[config.mk]
export PLATFORM = sky130hd
export DESIGN_NAME = uart_receiver
export DESIGN_NICKNAME = d
export VERILOG_FILES = /design/src/rtl/uart_receiver.sv
export SDC_FILE = /design/constraint.sdc
export NUM_CORES = 1
export LEC_CHECK = 0
export CAP_MARGIN = 5
export CORE_ASPECT_RATIO = 0.6
export CORE_MARGIN = 2
export CORE_UTILIZATION = 35
export CTS_CLUSTER_SIZE = 24
export DETAILED_ROUTE_END_ITERATION = 7
export HOLD_SLACK_MARGIN = 0.15
export PLACE_DENSITY_LB_ADDON = 0.08
export SYNTH_ARGS = -nofsm -noshare
export SYNTH_HDL_FRONTEND = slang
export SYNTH_SLANG_ARGS = --single-unit
[constraint.sdc]
create_clock -name clk_50m -period 2.05 [get_ports clk_50m]
set_input_delay 0.615 -clock clk_50m [delete_from_list [all_inputs] [get_ports clk_50m]]
set_output_delay 0.615 -clock clk_50m [all_outputs]
set_load 0.03 [all_outputs]
[src/rtl/uart_receiver.sv]
// 8N1 UART receive path: 2-flop input synchronizer, oversampled start/data/stop
// sampling, and a sticky byte-ready flag with overrun and framing-error status.
module uart_receiver #(
  parameter int OVERSAMPLE = 16,
  parameter int CNT_W      = 4
) (
  input  logic       clk_50m,
  input  logic       rst,
  input  logic       rx,
  input  logic       clken,
  input  logic       rdy_clr,
  output logic [7:0] data,
  output logic       rdy,
  output logic       frame_err,
  output logic       overrun,
  output logic       rx_busy
);

  localparam logic [CNT_W-1:0] HALF_LAST = CNT_W'(OVERSAMPLE / 2 - 1);
  localparam logic [CNT_W-1:0] FULL_LAST = CNT_W'(OVERSAMPLE - 1);

  typedef enum logic [1:0] {
    IDLE  = 2'd0,
    START = 2'd1,
    DATA  = 2'd2,
    STOP  = 2'd3
  } state_t;

  state_t           state, state_nxt;
  logic [CNT_W-1:0] scnt, scnt_nxt;
  logic [2:0]       bitpos, bitpos_nxt;
  logic [7:0]       scratch, scratch_nxt;
  logic             rx_meta, rx_s;
  logic             done;

  // Synchronizer resets to the idle-high line level so reset never looks like a start bit.
  always_ff @(posedge clk_50m) begin
    if (rst) begin
      rx_meta <= 1'b1;
      rx_s    <= 1'b1;
    end else begin
      rx_meta <= rx;
      rx_s    <= rx_meta;
    end
  end

  always_ff @(posedge clk_50m) begin
    if (rst) begin
      state   <= IDLE;
      scnt    <= '0;
      bitpos  <= '0;
      scratch <= '0;
    end else begin
      state   <= state_nxt;
      scnt    <= scnt_nxt;
      bitpos  <= bitpos_nxt;
      scratch <= scratch_nxt;
    end
  end

  always_comb begin
    state_nxt   = state;
    scnt_nxt    = scnt;
    bitpos_nxt  = bitpos;
    scratch_nxt = scratch;
    done        = 1'b0;
    if (clken) begin
      case (state)
        IDLE: begin
          if (!rx_s) begin
            state_nxt = START;
            scnt_nxt  = '0;
          end
        end
        START: begin
          // Re-check the line at mid start bit; a high level means it was a glitch.
          if (scnt == HALF_LAST) begin
            scnt_nxt = '0;
            if (!rx_s) begin
              state_nxt  = DATA;
              bitpos_nxt = '0;
            end else begin
              state_nxt = IDLE;
            end
          end else begin
            scnt_nxt = scnt + 1'b1;
          end
        end
        DATA: begin
          if (scnt == FULL_LAST) begin
            scratch_nxt[bitpos] = rx_s;
            scnt_nxt            = '0;
            if (bitpos == 3'd7) state_nxt = STOP;
            else                bitpos_nxt = bitpos + 1'b1;
          end else begin
            scnt_nxt = scnt + 1'b1;
          end
        end
        STOP: begin
          if (scnt == FULL_LAST) begin
            done      = 1'b1;
            state_nxt = IDLE;
            scnt_nxt  = '0;
          end else begin
            scnt_nxt = scnt + 1'b1;
          end
        end
        default: begin
          state_nxt = IDLE;
          scnt_nxt  = '0;
        end
      endcase
    end
  end

  // Byte completion takes priority over a coincident host acknowledge.
  always_ff @(posedge clk_50m) begin
    if (rst) begin
      data      <= 8'h00;
      rdy       <= 1'b0;
      frame_err <= 1'b0;
      overrun   <= 1'b0;
    end else if (done) begin
      data      <= scratch;
      rdy       <= 1'b1;
      frame_err <= ~rx_s;
      overrun   <= rdy & ~rdy_clr;
    end else if (rdy_clr) begin
      rdy     <= 1'b0;
      overrun <= 1'b0;
    end
  end

  assign rx_busy = (state != IDLE);

endmodule
# After elaboration in Yosys (flattened, before gate mapping)
# Cells that the tools add are included.
# classes
eq_ne	13
bitwise	3
addsub	2
muxes	25
magnitude_cmp	2
reduce_logical	10
# op_table
op	count
$ne 2x2->1 const B	7
$mux 2	6
$mux 3	4
$mux 4	3
$pmux 4 s3	1
$reduce_and 6->1	2
$bwmux 8	1
$pmux 2 s4	1
$mux 1	7
$pmux 3 s2	1
$reduce_bool 2->1	3
$add 4x1->4 const B	1
$eq 2x2->1 const B	2
$eq 4x3->1 const B	1
$eq 4x4->1 const B	1
$lt 3x4->1 const B	1
$add 3x1->3 const B	1
$demux 1 s3	1
$eq 3x3->1 const B	1
$ge 3x1->1 const B	1
$reduce_and 3->1	1
$eq 2x1->1 const B	1
$logic_not 2->1	1
$not 1->1	2
4 further kinds	4
# totals
out_inout_bits	12
wordCells	65
regBits	30

# Depth between registers and ports, before layout
# Gate-level depths: netlist of run 1.
# logic_depth
depth_word	5
mapped_depth	6
depth_no_buf	6

# Least setup slack after synthesis of run 1
# OpenSTA, ideal clock, no wires.
# synth_timing
path_type	in2reg
from	in clken
to	reg scratch[2]
t_arrival_ps	1345
setup_time_ps	128
cell_stages	4
path_buffers	0
path_slack_ps	577
path_cell_list	nand3_2 -> or3b_1 -> mux2i_1 -> nor2_1
# synth_between
elab_chain_cells	1
# synth_lines
element	line	source
start: declaration	10	input logic clken,
$reduce_and 3->1 (no source line)	-	
end signal: assignment	57	scratch <= scratch_nxt;
end: declaration	32	logic [7:0] scratch, scratch_nxt;
# Every way passes these cells.
# A chain may end at the register's enable or synchronous reset.

# Worst setup path after layout of run 1
# layout_timing
from	in clken
to	reg scratch[5]
# The elaborated chain is that of the path after synthesis.

==> metrics.md, run 1 <==
| Metric | Value |
|---|---|
| Number of cell rows | 17 |
| Flop2flop setup slack | 0.29 ns |
| Comb pwr share | 4.7% |
| HP Class | reg2reg |
| Final Cycle Share | 95.37% |
| CP Launch Type | input pin |
| Switching Power | 0.0002373 W |
| CTS Hold Bufs | 0 |
| DP HPWL | 2054 µm |
| Global-route wire length before repair | between 4000 and 5000 µm |
| Adder-cell share of the synthesized area | 2.804% |
| I/O pins | 17 |
| Simple-gate portion of the synthesized area | ~27% |
| # diodes | 0 |
| Critical path endpoint category | flip-flop |
| Post-synth top area cell | dfxtp_1 |
| Synth async-reset ratio | 0% |
| CP max-delay cell | nor4_1 |
| Cells along the critical path | clkdlybuf4s50_1 -> nand3_2 -> nor4_1 -> mux2i_1 -> nor2_1 |
| Yosys reg bits | 30 |
| Mapped cell area | roughly 1300 µm² |
| Routed WL | 2816 µm |
| Worst Path Arrival | ~2.1 ns |
| Clock latency on the worst-skew pair | 0.27 ns |
| Post-CTS setup buffer count | 0 |
| Switch share | a little over a fifth |
| Reg2reg start | scnt[0]$_SDFFE_PP0P_ |
| Pint | roughly 0.0009 W |
| Worst hold path cell count | 1 |
| Mux contribution to synthesized area | 11.21% |
| WP depth | 5 |
| WP buf/inv | 1 |
| Starting Density | 36.59% |
| CTS tree | built |
| Clock Tree Buf Depth | 2 |
| CP startpoint | clken |
| Post-synth EDFFs | 0 |
| Leakage | 0.6393 nW |
| Wirelength per Cell | 12.98 µm |
| Clk pwr share | 42.6% |
| Post-Synth XOR/XNOR Area | 0.6542% |
| Pwr Density | approximately 670 nW/µm² |
| Total track usage | between 10 and 15% |
| Clock period minus worst slack | 1.955 ns |
| Fraction of layout cells with a size suffix above 1 | 12.35% |
| Final setup fails | 0 |
| CP delay by family, top | simple AND/OR/NAND/NOR gates |
| Maximum clock rate | 511.5 MHz |
| Clock root cell | clkbuf_8 |
| Compound-Gate Fraction of Synth Area | 9.813% |
| Most instantiated library cell after synthesis | dfxtp_1 |
| Critical Path Sink | scratch[5]$_SDFFE_PP0P_ |
| Via/cell ratio | 4.963 |
| Largest fanout on the critical path | 9 |
| Total grt overflow | 0 |
| CTS Sinks | 30 |
| Slew Limit Fails | 0 |
| Num CTS Buffers | 5 |
| Status | completed |
| Delay of the slowest critical-path stage | 0.52 ns |
| Die Span Y | just over 50 µm |
| Synth top area share | 44.86% |
| IO Port Bufs | 16 |
| Area contributors post-synth | dfxtp_1 45%, mux2i_1 11%, nand2_1 5.9% |
| First-pass DRT Iterations | 4 |
| Most frequent cells after synthesis | 30 x dfxtp_1, 21 x nand2_1, 17 x nor2_1 |
| Core Area | 3659 µm² |
| Post-synthesis sequential area ratio | ~45% |
| Max-Cap Viols | 0 |
| Final nets | 177 |
| Post-Syn Nets | roughly 160 |
| Full die area | 4352 µm² |
| Area Overhead vs Synth | 24.49% |
| R2r worst-path depth | 5 |
| Largest family of logic cells by synthesized area | simple AND/OR/NAND/NOR gates |
| Clock-pin slew on the worst setup and hold paths | 0.06 ns |
| Placed cells | 209 |
| Initial DRC count | 44 |
| Die X | ~84 µm |
| IR drop worst, VDD | about 0.37 mV |
| Final hold violation count | 0 |
| Vias in the first global route | 1,013 |
| CP Class | in2reg |
| Setup TNS | 0 ns |
| Critical Path RT | 2.21 ns |
| Worst-margin pin slew | 0.5645 ns |
| Part of the power in registers | 52.7% |
| Library cells used by synthesis | 38 |
| Yosys warnings | 0 |
| Mean Syn Cell Area | 9.046 µm² |
| Final ANT Viol Nets | 0 |
| Relative slew slack | 61.97% |
| Vias | 1,077 |
| GP Congestion | roughly 0.76 |
| Antenna violations before repair | 0 |
| RSZ-0062 raised after global routing | false |
| Syn Inst Count | 148 |
| # DRC | 0 |
| H-Tree Depth | 2 |
| Largest net degree at the start of global routing | 31 |
| Reg-to-Reg End | scratch[5]$_SDFFE_PP0P_ |
| Fin cells | 217 |
| Synth Flop Type | dfxtp_1 |
| Worst clock skew | 0.006276 ns |
-- logic make-up (layout without fill, tap and decap cells) --
group	after synthesis	count (layout)
DFF	30	30
adders and majority gates	3	3
buffers and inverters	9	31
and+or+nand+nor	68	68
muxes	15	15
xor gates and xnor gates	1	1
AOI/OAI and AO/OA	22	22
-- worst reg2reg max path, cell delays in order (launching register included) --
cell	delay, ns
dfxtp_1	0.38
ha_1	0.26
nand3_2	0.20
nor4_1	0.52
mux2i_1	0.25
nor2_1	0.05
-- through the flow --
step	utilization, %	hold WS [ns]	area, µm²	setup slack, ns	power (W)
after floorplan	-	0.3895	1339	0.5774	0.0006294
after global placement	43.09	0.4098	1577	-0.1210	0.0006545
after detailed placement	43.09	0.4035	1577	-0.1698	0.0006551
after CTS	45.55	0.4263	1667	0.1046	0.001138
after global routing	45.55	0.4394	1667	0.03577	0.001174
final	45.55	0.4187	1667	0.09493	0.001119
-- flip-flops by register name (all words and copies together), names as in the netlist, 3 cells and up, named ones only --
register / count
scnt: 4
scratch: 8
data: 8
bitpos: 3
-- power by group through the flow --
| stage | logic, W | registers (W) | clock network (W) |
|---|---|---|---|
| 2_1_floorplan | 0.0000276 | 0.000602 | 0 |
| 3_3_place_gp | 0.0000524 | 0.000602 | 0 |
| 3_5_place_dp | 0.0000528 | 0.000602 | 0 |
| 4_1_cts | 0.0000522 | 0.000589 | 0.000496 |
| 5_1_grt | 0.0000565 | 0.000589 | 0.000528 |
| 6_report | 0.0000524 | 0.000589 | 0.000477 |
-- routing by layer --
| metal | vias up | track usage, % | share of wire, % |
|---|---|---|---|
| met2 | 17 | 19.73 | 40 |
| met1 | 500 | 20.98 | 55 |
| met4 | 0 | 5.645 | 1.1 |
| li1 | 556 | - | - |
| met5 | - | 0 | 0 |
| met3 | 4 | 5.238 | 3.8 |
-- layout make-up --
| type | count | area [µm²] |
|---|---|---|
| clock buffers | 7 | 86.33 |
| clock inverters | 1 | 5.005 |
| fillers | 362 | 1992 |
| inverters | 1 | 3.754 |
| multi-input cells | 109 | 695.7 |
| flip-flops and latches | 30 | 600.6 |
| well taps | 47 | 58.81 |
| repair buffers | 22 | 216.5 |
-- repair_timing --
| action | in CTS | in global routing |
|---|---|---|
| endpoints found under the hold margin | 0 | 0 |
| setup endpoints to repair | 1 | 0 |
| resized for setup | 1 | 0 |
-- layout by cell type (no fill, tap or decap), drive strengths merged, types with 3 or more instances in the layout --
cell type      Yosys  layout
nand2             21      21
clkdlybuf4s50      0      15
or2                4       4
buf                5       6
a21oi             10      10
mux2i             15      15
ha                 3       3
o21ai              4       4
dfxtp             30      30
nor3               3       3
and3b              3       3
nand3              4       4
nor2              18      18
clkbuf             3       7
o21a               3       3
-- worst min path at each step --
stage,slack (ns),to,start
2_1_floorplan,0.39,rx_s$_SDFF_PP1_,rx_meta$_SDFF_PP1_
3_3_place_gp,0.41,rx_s$_SDFF_PP1_,rx_meta$_SDFF_PP1_
3_5_place_dp,0.40,rx_s$_SDFF_PP1_,rx_meta$_SDFF_PP1_
4_1_cts,0.43,rx_s$_SDFF_PP1_,rx_meta$_SDFF_PP1_
5_1_grt,0.44,rx_s$_SDFF_PP1_,rx_meta$_SDFF_PP1_
6_report,0.42,rx_s$_SDFF_PP1_,rx_meta$_SDFF_PP1_
No activity file was read; power rests on OpenSTA's default activity.
==> inputs of run 2 (changes only) <==
--- a/config.mk
+++ b/config.mk
@@ -9,6 +9,7 @@
 export CORE_ASPECT_RATIO = 0.6
 export CORE_MARGIN = 2
 export CORE_UTILIZATION = 35
+export CTS_CLUSTER_DIAMETER = 150
 export CTS_CLUSTER_SIZE = 24
 export DETAILED_ROUTE_END_ITERATION = 7
 export HOLD_SLACK_MARGIN = 0.15
==> results of run 2 <==
Same layout as run 1: the final DEF is identical, and so are final timing and power.
